### src/rtl/crc16_stream_if.sv
// Byte-stream handshake and CRC result bundle for crc16_stream_ctrl.
// byte_cnt_o exists only when CRC_STREAM_BYTE_CNT_EN is defined.
interface crc16_stream_if;
  logic        start_i;
  logic        data_valid_i;
  logic        data_ready_o;
  logic [7:0]  data_i;
  logic        last_i;
  logic        busy_o;
  logic        crc_valid_o;
  logic [15:0] crc_o;
`ifdef CRC_STREAM_BYTE_CNT_EN
  logic [15:0] byte_cnt_o;
`endif

  modport master (
    output start_i, data_valid_i, data_i, last_i,
`ifdef CRC_STREAM_BYTE_CNT_EN
    input  byte_cnt_o,
`endif
    input  data_ready_o, busy_o, crc_valid_o, crc_o
  );

  modport slave (
    input  start_i, data_valid_i, data_i, last_i,
`ifdef CRC_STREAM_BYTE_CNT_EN
    output byte_cnt_o,
`endif
    output data_ready_o, busy_o, crc_valid_o, crc_o
  );
endinterface

### src/rtl/crc16_stream_ctrl.sv
// Streaming CRC-16 (poly 0x1021, MSB first), one nibble per cycle, one byte per two cycles.
// Optional byte counter output enabled by macro CRC_STREAM_BYTE_CNT_EN.
module crc16_stream_ctrl #(
  parameter logic [15:0] INIT_VAL = 16'hFFFF,
  parameter logic [15:0] XOR_OUT  = 16'h0000
) (
  input  logic           clk_i,
  input  logic           rst_i,
  crc16_stream_if.slave  bus
);

  typedef enum logic [1:0] {StIdle, StWait, StLo, StDone} state_e;

  state_e      state_q, state_d;
  logic [15:0] crc_q, crc_d;
  logic [3:0]  lo_nib_q, lo_nib_d;
  logic        last_q, last_d;

  // Nibble bit 3 is shifted in first.
  function automatic logic [15:0] crc_step(input logic [15:0] crc, input logic [3:0] nib);
    logic [15:0] c;
    c = crc;
    for (int i = 3; i >= 0; i--) begin
      if (c[15] ^ nib[i]) c = {c[14:0], 1'b0} ^ 16'h1021;
      else                c = {c[14:0], 1'b0};
    end
    return c;
  endfunction

  always_comb begin
    state_d  = state_q;
    crc_d    = crc_q;
    lo_nib_d = lo_nib_q;
    last_d   = last_q;
    if (bus.start_i) begin
      state_d = StWait;
      crc_d   = INIT_VAL;
    end else begin
      unique case (state_q)
        StIdle: state_d = StIdle;
        StWait: begin
          if (bus.data_valid_i) begin
            crc_d    = crc_step(crc_q, bus.data_i[7:4]);
            lo_nib_d = bus.data_i[3:0];
            last_d   = bus.last_i;
            state_d  = StLo;
          end
        end
        StLo: begin
          crc_d   = crc_step(crc_q, lo_nib_q);
          state_d = last_q ? StDone : StWait;
        end
        StDone:  state_d = StIdle;
        default: state_d = StIdle;
      endcase
    end
  end

  always_ff @(posedge clk_i) begin
    if (rst_i) begin
      state_q  <= StIdle;
      crc_q    <= 16'h0000;
      lo_nib_q <= 4'h0;
      last_q   <= 1'b0;
    end else begin
      state_q  <= state_d;
      crc_q    <= crc_d;
      lo_nib_q <= lo_nib_d;
      last_q   <= last_d;
    end
  end

  assign bus.data_ready_o = (state_q == StWait);
  assign bus.busy_o       = (state_q == StWait) || (state_q == StLo);
  assign bus.crc_valid_o  = (state_q == StDone);
  assign bus.crc_o        = crc_q ^ XOR_OUT;

`ifdef CRC_STREAM_BYTE_CNT_EN
  logic [15:0] byte_cnt_q, byte_cnt_d;
  logic        accept;

  assign accept = (state_q == StWait) && bus.data_valid_i && !bus.start_i;

  always_comb begin
    byte_cnt_d = byte_cnt_q;
    if (bus.start_i)  byte_cnt_d = 16'h0000;
    else if (accept)  byte_cnt_d = byte_cnt_q + 16'h0001;
  end

  always_ff @(posedge clk_i) begin
    if (rst_i) byte_cnt_q <= 16'h0000;
    else       byte_cnt_q <= byte_cnt_d;
  end

  assign bus.byte_cnt_o = byte_cnt_q;
`endif

endmodule

### src/flat_wrapper.sv
// flat-port wrapper written by rule: the top's interface ports become plain ports
module crc16_stream_ctrl_flat 
#(
  parameter logic [15:0] INIT_VAL = 16'hFFFF,
  parameter logic [15:0] XOR_OUT  = 16'h0000
)
  (clk_i, rst_i, bus_start_i, bus_data_valid_i, bus_data_i, bus_last_i, bus_data_ready_o, bus_busy_o, bus_crc_valid_o, bus_crc_o);
  crc16_stream_if bus_i ();
  input  logic clk_i;
  input  logic rst_i;
  input wire logic [$bits(bus_i.start_i)-1:0] bus_start_i;
  input wire logic [$bits(bus_i.data_valid_i)-1:0] bus_data_valid_i;
  input wire logic [$bits(bus_i.data_i)-1:0] bus_data_i;
  input wire logic [$bits(bus_i.last_i)-1:0] bus_last_i;
  output wire logic [$bits(bus_i.data_ready_o)-1:0] bus_data_ready_o;
  output wire logic [$bits(bus_i.busy_o)-1:0] bus_busy_o;
  output wire logic [$bits(bus_i.crc_valid_o)-1:0] bus_crc_valid_o;
  output wire logic [$bits(bus_i.crc_o)-1:0] bus_crc_o;
  assign bus_i.start_i = bus_start_i;
  assign bus_i.data_valid_i = bus_data_valid_i;
  assign bus_i.data_i = bus_data_i;
  assign bus_i.last_i = bus_last_i;
  assign bus_data_ready_o = bus_i.data_ready_o;
  assign bus_busy_o = bus_i.busy_o;
  assign bus_crc_valid_o = bus_i.crc_valid_o;
  assign bus_crc_o = bus_i.crc_o;
  crc16_stream_ctrl #(.INIT_VAL(INIT_VAL), .XOR_OUT(XOR_OUT)) u_core (.clk_i(clk_i), .rst_i(rst_i), .bus(bus_i));
endmodule
### config.mk
export PLATFORM = sky130hd
export DESIGN_NAME = crc16_stream_ctrl_flat
export DESIGN_NICKNAME = d
export VERILOG_FILES = /design/src/rtl/crc16_stream_if.sv /design/src/rtl/crc16_stream_ctrl.sv /design/src/flat_wrapper.sv
export SDC_FILE = /design/constraint.sdc
export NUM_CORES = 1
export LEC_CHECK = 0
export ABC_AREA = 1
export BUFFER_PORTS_ARGS = -buffer_cell sky130_fd_sc_hd__buf_2
export CAP_MARGIN = 20
export CORE_MARGIN = 2
export CORE_UTILIZATION = 51
export CTS_CLUSTER_DIAMETER = 80
export DETAILED_ROUTE_END_ITERATION = 8
export HOLD_SLACK_MARGIN = 0.08
export PLACE_DENSITY = 0.78
export SYNTH_ARGS = -nofsm -noshare
export SYNTH_HDL_FRONTEND = slang
export SYNTH_SLANG_ARGS = --single-unit
### constraint.sdc
create_clock -name clk_i -period 1.9 [get_ports clk_i]
set_input_delay 0.19 -clock clk_i [delete_from_list [all_inputs] [get_ports clk_i]]
set_output_delay 0.19 -clock clk_i [all_outputs]
set_load 0.03 [all_outputs]
=== Yosys cells after proc, flatten, opt, wreduce, memory -nomap -nowiden ===
Cells that the tools add are included.

* Word-level logic and storage cells: 63
* Bits in registers: 23
* Bits of input ports: 13
* Output and inout bits: 19

* Multiplexer cells: 30
* Eq/ne operators: 5
* Bitwise gates (word level): 16
* Reduce and logical (&&, ||, !) cells: 7

{| class="wikitable"
|+ Operator list
! cell !! count
|-
| 2-to-1 mux 16 bit || 17
|-
| 2-to-1 mux 13 bit || 8
|-
| case mux 16 bit (2 select lines) || 1
|-
| NOT 3 bit || 7
|-
| XOR 1 bit || 8
|-
| case mux 2 bit (3 select lines) || 1
|-
| equality test 2 bit, second input constant || 2
|-
| 2-to-1 mux 2 bit || 2
|-
| OR reduction 2 bit || 2
|-
| inequality test 3 bit, second input constant || 1
|-
| AND reduction 3 bit || 1
|-
| nonzero test 3 bit || 1
|-
| equality test 2 x 1 -> 1 bit, second input constant || 1
|-
| logical NOT 2 bit || 1
|-
| inequality test 2 bit, second input constant || 1
|-
| AND reduction 2 bit || 1
|-
| logical OR 1 bit || 1
|-
| 2-to-1 mux 1 bit || 1
|-
| NOT 1 bit || 1
|}

=== Depth between registers and ports, before layout ===
* Depth after elaboration: 20
* Gate-level depth with buffers: 10
* Depth with buffers taken out: 9

=== Least setup slack after synthesis ===
OpenSTA, ideal clock, no wires.

* Path kind: flip-flop to flip-flop
* Start: register u_core.state_q[1]
* End: register u_core.crc_q[14] (netlist: u_core.bus.crc_o[14])
* Arrival: 1471 ps
* Library setup time: 117 ps
* Clock period less this slack: 1588 ps
* Data required time: 1783 ps
* Path buffers: 1
* Cell stages (with the launch flop): 9
* Setup slack: 312 ps
* Cell sequence: dfxtp_1 > inv_1 > ha_1 > nand2_1 > a21oi_4 > buf_6 > nand2_1 > nor2_1 > nor2_1

* Longest elaborated chain between the ends: 3
* Elaborated cells between the ends (all ways): 7
* Those cells by class: 3 x eq/ne; 2 x mux; 2 x reduce/logical

{| class="wikitable"
|+ RTL lines
! element !! line !! source
|-
| start: declaration || crc16_stream_ctrl.sv:14 || <nowiki>state_e state_q, state_d;</nowiki>
|-
| start signal: assignment || crc16_stream_ctrl.sv:61 || <nowiki>state_q <= StIdle;</nowiki>
|-
| start signal: assignment || crc16_stream_ctrl.sv:66 || <nowiki>state_q <= state_d;</nowiki>
|-
| equality test 2 x 1 -> 1 bit * || n/a ||
|-
| named net bus_data_ready_o || flat_wrapper.sv:15 || <nowiki>output wire logic [$bits(bus_i.data_ready_o)-1:0] bus_data_ready_o;</nowiki>
|-
| case mux 16 bit (2 select lines), or another cell as far along || crc16_stream_ctrl.sv:39 || <nowiki>unique case (state_q)</nowiki>
|-
| 2-to-1 mux 16 bit or AND reduction 2 bit (tied branches) || n/a ||
|-
| end signal: assignment || crc16_stream_ctrl.sv:67 || <nowiki>crc_q <= crc_d;</nowiki>
|-
| end: declaration || crc16_stream_ctrl.sv:15 || <nowiki>logic [15:0] crc_q, crc_d;</nowiki>
|}

The timed path passes the listed nets; every way through them passes the cells marked *.
A chain may end at the register's enable or synchronous reset.

=== Final worst setup path ===
* Start: register u_core.state_q[0]
* End: register u_core.crc_q[8] (netlist: u_core.bus.crc_o[8])

* Longest elaborated chain between the ends: 3
* Elaborated cells between the ends (all ways): 7
* Those cells by class: 3 x eq/ne; 2 x mux; 2 x reduce/logical

{| class="wikitable"
|+ RTL lines
! element !! line
|-
| equality test 2 bit or equality test 2 x 1 -> 1 bit (tied branches) || crc16_stream_ctrl.sv:39
|-
| case mux 16 bit (2 select lines), or another cell as far along || crc16_stream_ctrl.sv:39
|-
| 2-to-1 mux 16 bit or AND reduction 2 bit (tied branches) || n/a
|}

Several ways; a longest one is shown, not always the timed one.

==> reports/qor.csv <==
stage,metric,value,unit
status,run status,"finished, final reports clean",
floorplanning,overall die area,2733,µm²
grt,number of antenna violations at the first check in global routing,0,
placement,placer's final routability congestion estimate,0.7716,
min_path,hold crit path type,in -> reg,
final_layout,Area Growth Syn to Fin,18.00,%
setup_path,startpoint type of the worst setup path,flip-flop,
sta,unrepaired setup endpoints after global routing,false,
setup_path,cells along the critical path,"inv_1, ha_1, nand2_2, nand3_2, o21ai_0, nor2_1",
synth,number of instances in the synthesized netlist,178,
setup_path,r2r setup slk,0.22,ns
sta,endpoints failing hold,0,
synth,Post-Syn Area,1189,µm²
pwr,Internal Power,0.0007005,W
placement,pre-CTS WS,0.1909,ns
final_layout,"count of placed standard cells in the final layout, fillers left out",238,
pwr,proportion of power drawn by the clock network,0.213,
grt,overflow left after global routing,0,
synth,total nets after synthesis,194,
cts,maximum level of the CTS H-tree,1,
final_layout,cell area after layout,1403,µm²
floorplanning,count of standard-cell rows,17,
synth,mean cell area of the mapped netlist,6.678,µm²
final_layout,diode insertion count for antenna repair,0,
sta,largest clock skew in the final design,0.007401,ns
pwr,Cell Pwr Density,778.7,nW/µm²
sta,shortest period the worst path allows,1.683,ns
placement,placed cells,232,
setup_path,Crit path required time,2.12,ns
route,vias after detailed routing,1173,
grt,total routing resource utilization after global routing,0.2106,
sta,sum of negative setup slack,0,ns
final_layout,share of layout cells above drive strength 1,0.2048,
pwr,sw frac,0.3586,
route,Antenna Nets Post-Route,0,
final_layout,Final Util,0.6341,
cts,TritonCTS clock tree,yes,
route,via density per instance,4.929,
floorplanning,IO Pins,32,
synth,fraction of synthesized cell area taken by the top area cell type,0.3874,
synth,cell types with the largest area share after synthesis,"dfxtp_1 39%, nand2_1 10%, inv_1 9.8%",
synth,number of distinct library cells after synthesis,20,
route,per-cell routed wire length,11.26,µm
setup_path,critical path start-end classification,reg -> reg,
route,Residual DRC,0,
floorplanning,area inside the core boundary,2212,µm²
synth,portion of the post-synthesis area used by sequential elements,0.3874,
placement,DP Area,1348,µm²
grt,number of global-route vias before repair,998,
cts,clock-pin slew on the worst setup and hold paths,0.14,ns
pwr,relative contribution of sequential cells to total power,0.506,
pwr,Peak VDD IR,510.4,µV
sta,maximum clock frequency,594.2,MHz
final_layout,number of nets at the end of the flow,227,
synth,#FFs+latches synth,23,
pwr,combinational share of power,0.281,
pwr,Psw,0.0003917,W
setup_path,critical path capture point type,flip-flop,
sta,final period utilization,0.8857,
pwr,leak pwr,0.7168,nW
cts,clock tree sinks,23,
cts,CTS root buffer,clkbuf_4,
floorplanning,Die Width,52.28,µm
placement,HPWL after DPL,1.957,mm
sta,Finish-stage setup viols,0,
sta,Least-Margin Pin Slew,0.5765,ns
setup_path,arrival time reported for the critical path endpoint,1.90,ns
synth,"EDFF count, synth",0,
placement,number of port buffers,31,
cts,post-CTS resize count,0,
setup_path,critical-path cell with the highest stage delay,dfxtp_1,
route,iteration count of the initial detailed-routing pass,4,
sta,Final WS setup,0.2171,ns
grt,wire length of the first global-routing pass,4.284,mm
synth,most repeated cell in the gate-level netlist after synthesis,nand2_1,
synth,Yosys warnings,0,
cts,total clock buffers created by CTS,3,
sta,tightest slew margin relative to the limit,0.6152,
floorplanning,vertical die dimension,52.28,µm
cts,total of hold buffers inserted after clock tree synthesis,0,
floorplanning,Initial Utilization,0.5373,
flow_run,Maximum Capacitance Violations,0,
synth,primary flip-flop cell chosen by synthesis mapping,dfxtp_1,
synth,commonest cells in the netlist,"32 x nand2_1, 31 x inv_1, 23 x dfxtp_1, 21 x a21oi_1, 20 x o21ai_0",
synth,share of synthesized flip-flops with an asynchronous set or reset,0,
route,Post-Route WL,2.679,mm
route,DRC violation total after the first TritonRoute iteration,29,
cts,"Clk Latency, worst-skew pair",0.31,ns
setup_path,highest net fanout along the worst path,16,
cts,total setup buffers inserted after CTS,0,
sta,max-slew violation count,0,
final_layout,Fill cells,227,
cts,CTS Buffer Depth,2,
grt,maximum number of pins on one net before global-route repair,24,
synth,cell taking the most area after synthesis,dfxtp_1,
setup_path,delay of the slowest cell on the worst path,0.39,ns
critical path, delay by kind of cell, from the launching register on:
| kind | cells | cell delay, ns |
|---|---|---|
| simple gates | 3 | 0.51 |
| flops | 1 | 0.39 |
| fa+ha+maj | 1 | 0.33 |
| compound gates | 1 | 0.28 |
| buf+inv | 1 | 0.08 |
metal layers:
| layer | part of all wire | global-route usage | vias to the layer above |
|---|---|---|---|
| li1 | - | - | 630 |
| met1 | 0.47 | 0.2722 | 513 |
| met2 | 0.47 | 0.3608 | 28 |
| met3 | 0.048 | 0.02571 | 2 |
| met4 | 0.0052 | 0.07265 | 0 |
| met5 | 0 | 0 | - |
layout make-up:
cell class              instances  area (µm²)  share of cell area
clock buffers                   3       22.52             0.01606
inverters                      33       123.9             0.08831
flip-flops and latches         23       460.4              0.3283
multi-input cells             117       573.1              0.4086
clock inverters                 1       5.005            0.003568
well taps                      28       35.03             0.02498
repair buffers                 33       182.7              0.1302
path summary, 6_finish.rpt:
| kind | from | end | cells past startpoint |
|---|---|---|---|
| worst max-delay path | u_core.state_q[0] | u_core.bus.crc_o[8] | 6 |
| worst max register to register | u_core.state_q[0] | u_core.bus.crc_o[8] | 6 |
| worst min-delay path | bus_data_i[3] | u_core.lo_nib_q[3] | 3 |
| worst min register to register | u_core.last_q | u_core.last_q | 2 |
logic make-up (layout without fill, tap and decap cells):
family | after synthesis | count (layout) | share of synthesized area
AO/OA/AOI/OAI | 46 | 46 | 0.2084
buffers and inverters | 38 | 70 | 0.1305
adder cells (fa/ha/maj) | 3 | 3 | 0.03158
flip-flops | 23 | 23 | 0.3874
AND/OR/NAND/NOR | 68 | 68 | 0.2421
stage by stage:
stage	hold slack [ns]	power (W)
floorplan	0.3833	0.0007840
global placement	0.4412	0.0008545
detailed placement	0.4501	0.0008633
CTS	0.1347	0.001097
global route	0.1523	0.001155
finish	0.1466	0.001092
cell usage in the layout, fill, tap and decap left out, drive strengths merged:
master,count
buf,33
nand2,34
nand3,18
o21ai,21
o211ai,2
nor2,16
dfxtp,23
ha,3
a21oi,22
a31oi,1
clkbuf,3
inv,33
clkinv,1
power groups by stage:
stage | logic, W | registers [W] | clock network [W]
floorplan | 0.000156 | 0.000628 | 0
global placement | 0.000292 | 0.000562 | 0
detailed placement | 0.000299 | 0.000564 | 0
CTS | 0.000301 | 0.000553 | 0.000243
global route | 0.000341 | 0.000559 | 0.000255
finish | 0.000307 | 0.000553 | 0.000232
sequential cells by signal (all words and copies together) (netlist names):
signal / count
u_core.lo_nib_q: 4
u_core.last_q: 1
u_core.state_q: 2
u_core.bus.crc_o: 16
Power figures use the tool's default switching activity.
